<file path="config.mk">
export PLATFORM = sky130hd
export DESIGN_NAME = uart_rx_flat
export DESIGN_NICKNAME = d
export VERILOG_FILES = /design/src/rtl/uart_rx_if.sv /design/src/rtl/uart_rx.sv /design/src/flat_wrapper.sv
export SDC_FILE = /design/constraint.sdc
export NUM_CORES = 1
export LEC_CHECK = 0
export ABC_AREA = 1
export CORE_UTILIZATION = 40
export CTS_BUF_LIST = sky130_fd_sc_hd__clkbuf_4
export CTS_CLUSTER_DIAMETER = 150
export CTS_CLUSTER_SIZE = 12
export DETAILED_ROUTE_END_ITERATION = 10
export GPL_ROUTABILITY_DRIVEN = 0
export GPL_TIMING_DRIVEN = 0
export PLACE_DENSITY_LB_ADDON = 0.12
export SLEW_MARGIN = 40
export SYNTH_ARGS = -nofsm -noshare
export SYNTH_HDL_FRONTEND = slang
export SYNTH_SLANG_ARGS = --single-unit
</file>
<file path="constraint.sdc">
create_clock -name clk -period 5.12 [get_ports clk]
set_clock_uncertainty 0.15 [all_clocks]
set_input_delay 1.28 -clock clk [delete_from_list [all_inputs] [get_ports clk]]
set_output_delay 1.28 -clock clk [all_outputs]
set_load 0.05 [all_outputs]
</file>
<file path="src/rtl/uart_rx_if.sv">
// uart_rx_if: ready/valid word port between the UART receiver and its consumer
interface uart_rx_if #(
    parameter int DATA_WIDTH = 8
);
    logic [DATA_WIDTH-1:0] data;
    logic                  valid;
    logic                  ready;
    modport master (output data, valid, input ready);
    modport slave  (input data, valid, output ready);
endinterface

</file>
<file path="src/rtl/uart_rx.sv">
// uart_rx: mid-bit sampling UART receiver (start, DATA_WIDTH LSB-first bits, stop) with frame/overrun flags
module uart_rx #(
    parameter int DATA_WIDTH = 8,
    parameter int BAUD_RATE  = 115200,
    parameter int CLK_FREQ   = 100_000_000
) (
    input  logic      clk,
    input  logic      rstn,
    input  logic      sig,
    uart_rx_if.master rx,
    output logic      err_frame,
    output logic      err_overrun
);
    localparam int PULSE_WIDTH      = CLK_FREQ / BAUD_RATE;
    localparam int HALF_PULSE_WIDTH = PULSE_WIDTH / 2;
    localparam int CW               = $clog2(PULSE_WIDTH) + 1;
    localparam int IW               = $clog2(DATA_WIDTH + 1);
    localparam logic [CW-1:0] FULL_M1 = CW'(PULSE_WIDTH - 1);
    localparam logic [CW-1:0] HALF_M1 = CW'(HALF_PULSE_WIDTH - 1);
    localparam logic [IW-1:0] LAST    = IW'(DATA_WIDTH - 1);

    if (PULSE_WIDTH < 4) begin : g_pulse_width_check
        $error("uart_rx: CLK_FREQ/BAUD_RATE must be at least 4");
    end

    typedef enum logic [2:0] {S_IDLE, S_START, S_DATA, S_STOP, S_BREAK} state_t;

    state_t                state_q, state_d;
    logic [1:0]            sync_q, sync_d;
    logic [1:0]            warm_q, warm_d;
    logic                  prev_q, prev_d;
    logic [CW-1:0]         cnt_q, cnt_d;
    logic [IW-1:0]         idx_q, idx_d;
    logic [DATA_WIDTH-1:0] shift_q, shift_d;
    logic [DATA_WIDTH-1:0] data_q, data_d;
    logic                  valid_q, valid_d;
    logic                  err_frame_q, err_frame_d;
    logic                  err_overrun_q, err_overrun_d;
    logic                  s, tick, slot_free;

    assign s           = sync_q[1];
    assign tick        = cnt_q == '0;
    assign slot_free   = !valid_q || rx.ready;
    assign rx.data     = data_q;
    assign rx.valid    = valid_q;
    assign err_frame   = err_frame_q;
    assign err_overrun = err_overrun_q;

    // prev only tracks s once the reset-forced 1s have left the synchronizer,
    // so a line already low at reset release is not taken as a start edge
    always_comb begin
        sync_d        = {sync_q[0], sig};
        warm_d        = {warm_q[0], 1'b1};
        prev_d        = s & warm_q[1];
        state_d       = state_q;
        cnt_d         = (state_q != S_IDLE && !tick) ? cnt_q - 1'b1 : cnt_q;
        idx_d         = idx_q;
        shift_d       = shift_q;
        data_d        = data_q;
        valid_d       = valid_q & ~rx.ready;
        err_frame_d   = 1'b0;
        err_overrun_d = 1'b0;
        case (state_q)
            S_IDLE: begin
                if (prev_q && !s) begin
                    state_d = S_START;
                    cnt_d   = HALF_M1;
                end
            end
            S_START: begin
                if (tick) begin
                    state_d = s ? S_IDLE : S_DATA;
                    idx_d   = '0;
                    cnt_d   = FULL_M1;
                end
            end
            S_DATA: begin
                if (tick) begin
                    shift_d = DATA_WIDTH'({s, shift_q} >> 1);
                    idx_d   = idx_q + 1'b1;
                    cnt_d   = FULL_M1;
                    state_d = (idx_q == LAST) ? S_STOP : S_DATA;
                end
            end
            S_STOP: begin
                if (tick) begin
                    state_d       = s ? S_IDLE : S_BREAK;
                    err_frame_d   = !s;
                    err_overrun_d = s && !slot_free;
                    data_d        = (s && slot_free) ? shift_q : data_q;
                    valid_d       = (s && slot_free) ? 1'b1 : valid_d;
                end
            end
            S_BREAK: state_d = s ? S_IDLE : S_BREAK;
            default: state_d = S_IDLE;
        endcase
    end

    always_ff @(posedge clk) begin
        if (!rstn) begin
            state_q       <= S_IDLE;
            sync_q        <= 2'b11;
            warm_q        <= '0;
            prev_q        <= 1'b0;
            cnt_q         <= '0;
            idx_q         <= '0;
            shift_q       <= '0;
            data_q        <= '0;
            valid_q       <= 1'b0;
            err_frame_q   <= 1'b0;
            err_overrun_q <= 1'b0;
        end else begin
            state_q       <= state_d;
            sync_q        <= sync_d;
            warm_q        <= warm_d;
            prev_q        <= prev_d;
            cnt_q         <= cnt_d;
            idx_q         <= idx_d;
            shift_q       <= shift_d;
            data_q        <= data_d;
            valid_q       <= valid_d;
            err_frame_q   <= err_frame_d;
            err_overrun_q <= err_overrun_d;
        end
    end
endmodule

</file>
<file path="src/flat_wrapper.sv">
// flat-port wrapper written by rule: the top's interface ports become plain ports
module uart_rx_flat 
#(
    parameter int DATA_WIDTH = 8,
    parameter int BAUD_RATE  = 115200,
    parameter int CLK_FREQ   = 100_000_000
)
  (clk, rstn, sig, err_frame, err_overrun, rx_data, rx_valid, rx_ready);
  uart_rx_if #(.DATA_WIDTH(DATA_WIDTH)) rx_i ();
  input  logic clk;
  input  logic rstn;
  input  logic sig;
  output logic err_frame;
  output logic err_overrun;
  output wire logic [$bits(rx_i.data)-1:0] rx_data;
  output wire logic [$bits(rx_i.valid)-1:0] rx_valid;
  input wire logic [$bits(rx_i.ready)-1:0] rx_ready;
  assign rx_data = rx_i.data;
  assign rx_valid = rx_i.valid;
  assign rx_i.ready = rx_ready;
  uart_rx #(.DATA_WIDTH(DATA_WIDTH), .BAUD_RATE(BAUD_RATE), .CLK_FREQ(CLK_FREQ)) u_core (.clk(clk), .rstn(rstn), .sig(sig), .rx(rx_i), .err_frame(err_frame), .err_overrun(err_overrun));
endmodule
</file>
==> results.toml, run 1 <==
[outcome]
outcome = "complete, no violations"

[timing]
relSlewSlack_pct = 66.6
hold_violations = 0
tns_ps = 0
drv_slew = 0
finalCriticalPeriod_ps = 2950
max_freq_ghz = 0.339
rsz0062_at_grt = "no"
tightest_slew_ps = 499
setup_violations = 0
fin_crit_sh_pct = 57.6

[drt]
drcViolationCount = 0
vias = 1771
antenna_left = 0
first_iter_violations = 109
via_per_inst = 4.64
first_pass_iters = 4
post_drt_wl_per_cell_um = 10.8
wl_mm = 4.13

[die]
dieArea_sq_mm = 0.00538
num_io_pins = 15
dieWidth_um = 73.3
initial_utilization_pct = 42.2
rows = 25
die_y_um = 73.3
core_area_sq_mm = 0.00482

[yosys]
synth-simple-area-share_pct = 36.0
synth_edf_count = 0
netlist_area_sq_mm = 0.00203
ys_warn_count = 0
synth_commonest_cells = "nand2_1, dfxtp_1, inv_1"
async_reset_ff_share_pct = 0
synth_flop_cell = "dfxtp_1"
synth_fa_ha_area_share_pct = 1.85
synth_nets = 300
synthDistinctLibCells = 26
synth_top_family_by_area = "simple AND/OR/NAND/NOR gates"
ys_top_cells_by_area = "dfxtp_1, nand2_1, inv_1"
ys_ff_latch = 42
synth_cells = 293
synthXorXnorAreaFrac_pct = 0.861
avgSynthCellArea_sq_um = 6.94
yosysMostFrequentCell = "nand2_1"
synth_mux_area_share_pct = 0
synth_compound_area_share_pct = 9.72
synth-seq-area-share_pct = 41.3
yosys.area.top_type_share_pct = 41.3
synth.largest_area_cell = "dfxtp_1"

[worst_hold_path]
worstHoldEndpoint = "u_core.sync_q[1]"
hold_depth = 1
hp-start = "u_core.sync_q[0]"
hold_path_class = "flop to flop"

[critical_path]
end_kind = "primary output"
worstSetupStartpointType = "flop"
arrival_ps = 1520
crit_family = "buffers and inverters"
regToRegSetupSlack_ps = 3170
path_buf_inv = 1
r2r_end = "u_core.rx.data[3]"
cp_max_fo = 2
cpPeakStageDelay_ps = 800
crit_slowest_cell = "clkdlybuf4s50_1"
worstPathCellList = "clkdlybuf4s50_1"
critPathKind = "flop to primary output"
worstRegToRegCells = 10
timing.rr.start = "u_core.cnt_q[0]"
crit_required_ps = 3690

[grt]
antenna_found_initial = 0
grt_pass1_wl_mm = 7.36
grt_pass1_vias = 1647
overflow = 0
track_usage_pct = 18.0
grt_max_degree = 14

[clocking]
clkTransAtPathRegs_ps = 130
h-tree-depth = 2
cts_tree = "built"
cts_buffer_depth = 2
cts_buffers = 5
cts.sinks = 42
post_cts_buffers = 0
cts.repair.resized = 0
insertion_delay_ps = 360
cts_root_buf = "clkbuf_4"
cts_hold_buf = 0

[layout]
drive_gt1_share_pct = 8.89
diodes = 0
syn2layout_area_growth_pct = 13.9
layout.nets = 321
stdcell_area_sq_mm = 0.00232

[pwr]
power_density_mw_per_mm2 = 496
pwr-share-seq_pct = 34.8
p_clk_share_pct = 15.2
power_mw = 1.15
ir_drop_v = 0.000232
p_sw_mw = 0.533
p_leak_nw = 1.13
p_int_mw = 0.616
swShare_pct = 46.4
comb_power_share_pct = 50.0

[placement]
io_buffers = 14
dpl.hpwl_mm = 3.04
placed_area_sq_mm = 0.00226

[run]
drv_cap = 0
==> state kept, by name (all words and copies together), names as in the netlist <==
signal              flops
u_core.cnt_q           11
u_core.rx.data          8
u_core.rx.valid         1
u_core.err_overrun      1
u_core.prev_q           1
u_core.state_q          3
u_core.idx_q            4
u_core.shift_q          8
u_core.warm_q           2
u_core.sync_q           2
u_core.err_frame        1
==> per-layer routing <==
metal	share of wire, %	GRT usage (%)
met1	51	23.4
met2	43	28.6
met3	3.0	3.43
met4	2.3	9.19
met5	0	0
==> placed cells by master (no fill, tap or decap), types with 4 or more instances in the layout <==
cell type	netlist	layout
inv_2	4	4
inv_1	39	39
nand2_1	82	82
nand3_1	19	19
dfxtp_1	42	42
clkbuf_4	0	6
nor2_4	5	5
clkdlybuf4s50_1	0	14
o21ai_0	17	17
a21oi_1	19	19
nor2_1	38	38
==> worst max path at each step <==
stage                 startpoint                to  slack, ps  cells after the start
2_1_floorplan               rstn  u_core.sync_q[0]       2840                      4
3_3_place_gp                rstn  u_core.sync_q[0]       2090                      5
3_5_place_dp                rstn  u_core.sync_q[0]       2100                      5
4_1_cts        u_core.rx.data[0]        rx_data[0]       2150                      1
5_1_grt        u_core.rx.data[3]        rx_data[3]       2110                      1
6_report       u_core.rx.data[0]        rx_data[0]       2170                      1
==> cell type report <==
type,instances,area [sq um]
Buffer,6,47.5
Fill cell,518,2500
Inverter,43,161
Clock inverter,2,13.8
Multi-Input combinational cell,202,985
Timing Repair Buffer,14,140
Sequential cell,42,841
Clock buffer,6,45.0
Tap cell,67,83.8
==> power groups by stage <==
stage                     clock network, mW  registers, mW  logic (mW)
final                                 0.174          0.400       0.575
after detailed placement                  0          0.408       0.572
after CTS                             0.181          0.400       0.574
after floorplan                           0          0.399       0.474
after global routing                  0.191          0.408       0.653
after global placement                    0          0.408       0.569
==> kinds of logic after synthesis <==
family | after synthesis
and+or+nand+nor | 158
DFF | 42
adders and majority gates | 3
AOI/OAI and AO/OA | 39
xor gates and xnor gates | 2
buffers and inverters | 49
==> per-stage QoR <==
step | hold WS (ps) | worst slack, ps | util, % | instances
global route | 291 | 2110 | 48.1 | 382
detailed placement | 252 | 2100 | 46.9 | 374
global placement | 246 | 2090 | 46.9 | 374
finish | 278 | 2170 | 48.1 | 382
CTS | 283 | 2150 | 48.1 | 382
floorplan | 240 | 2840 | - | 293
Note: power is estimated with default switching activity, not from simulation.
==> run 2: changes to the inputs <==
Clock period 5.12 ns to 2.9 ns, I/O delays scaled along.
==> results of run 2 <==
The final DEF is identical to that of run 1. Status: complete, no violations.
Main changes from that run: setup slack after placement 2100 ps -> 434 ps; setup slack after layout 2170 ps -> 505 ps; register-to-register setup slack 3170 ps -> 950 ps; total power 1.15 mW -> 2.03 mW; worst IR drop on VDD 0.000232 V -> 0.000410 V
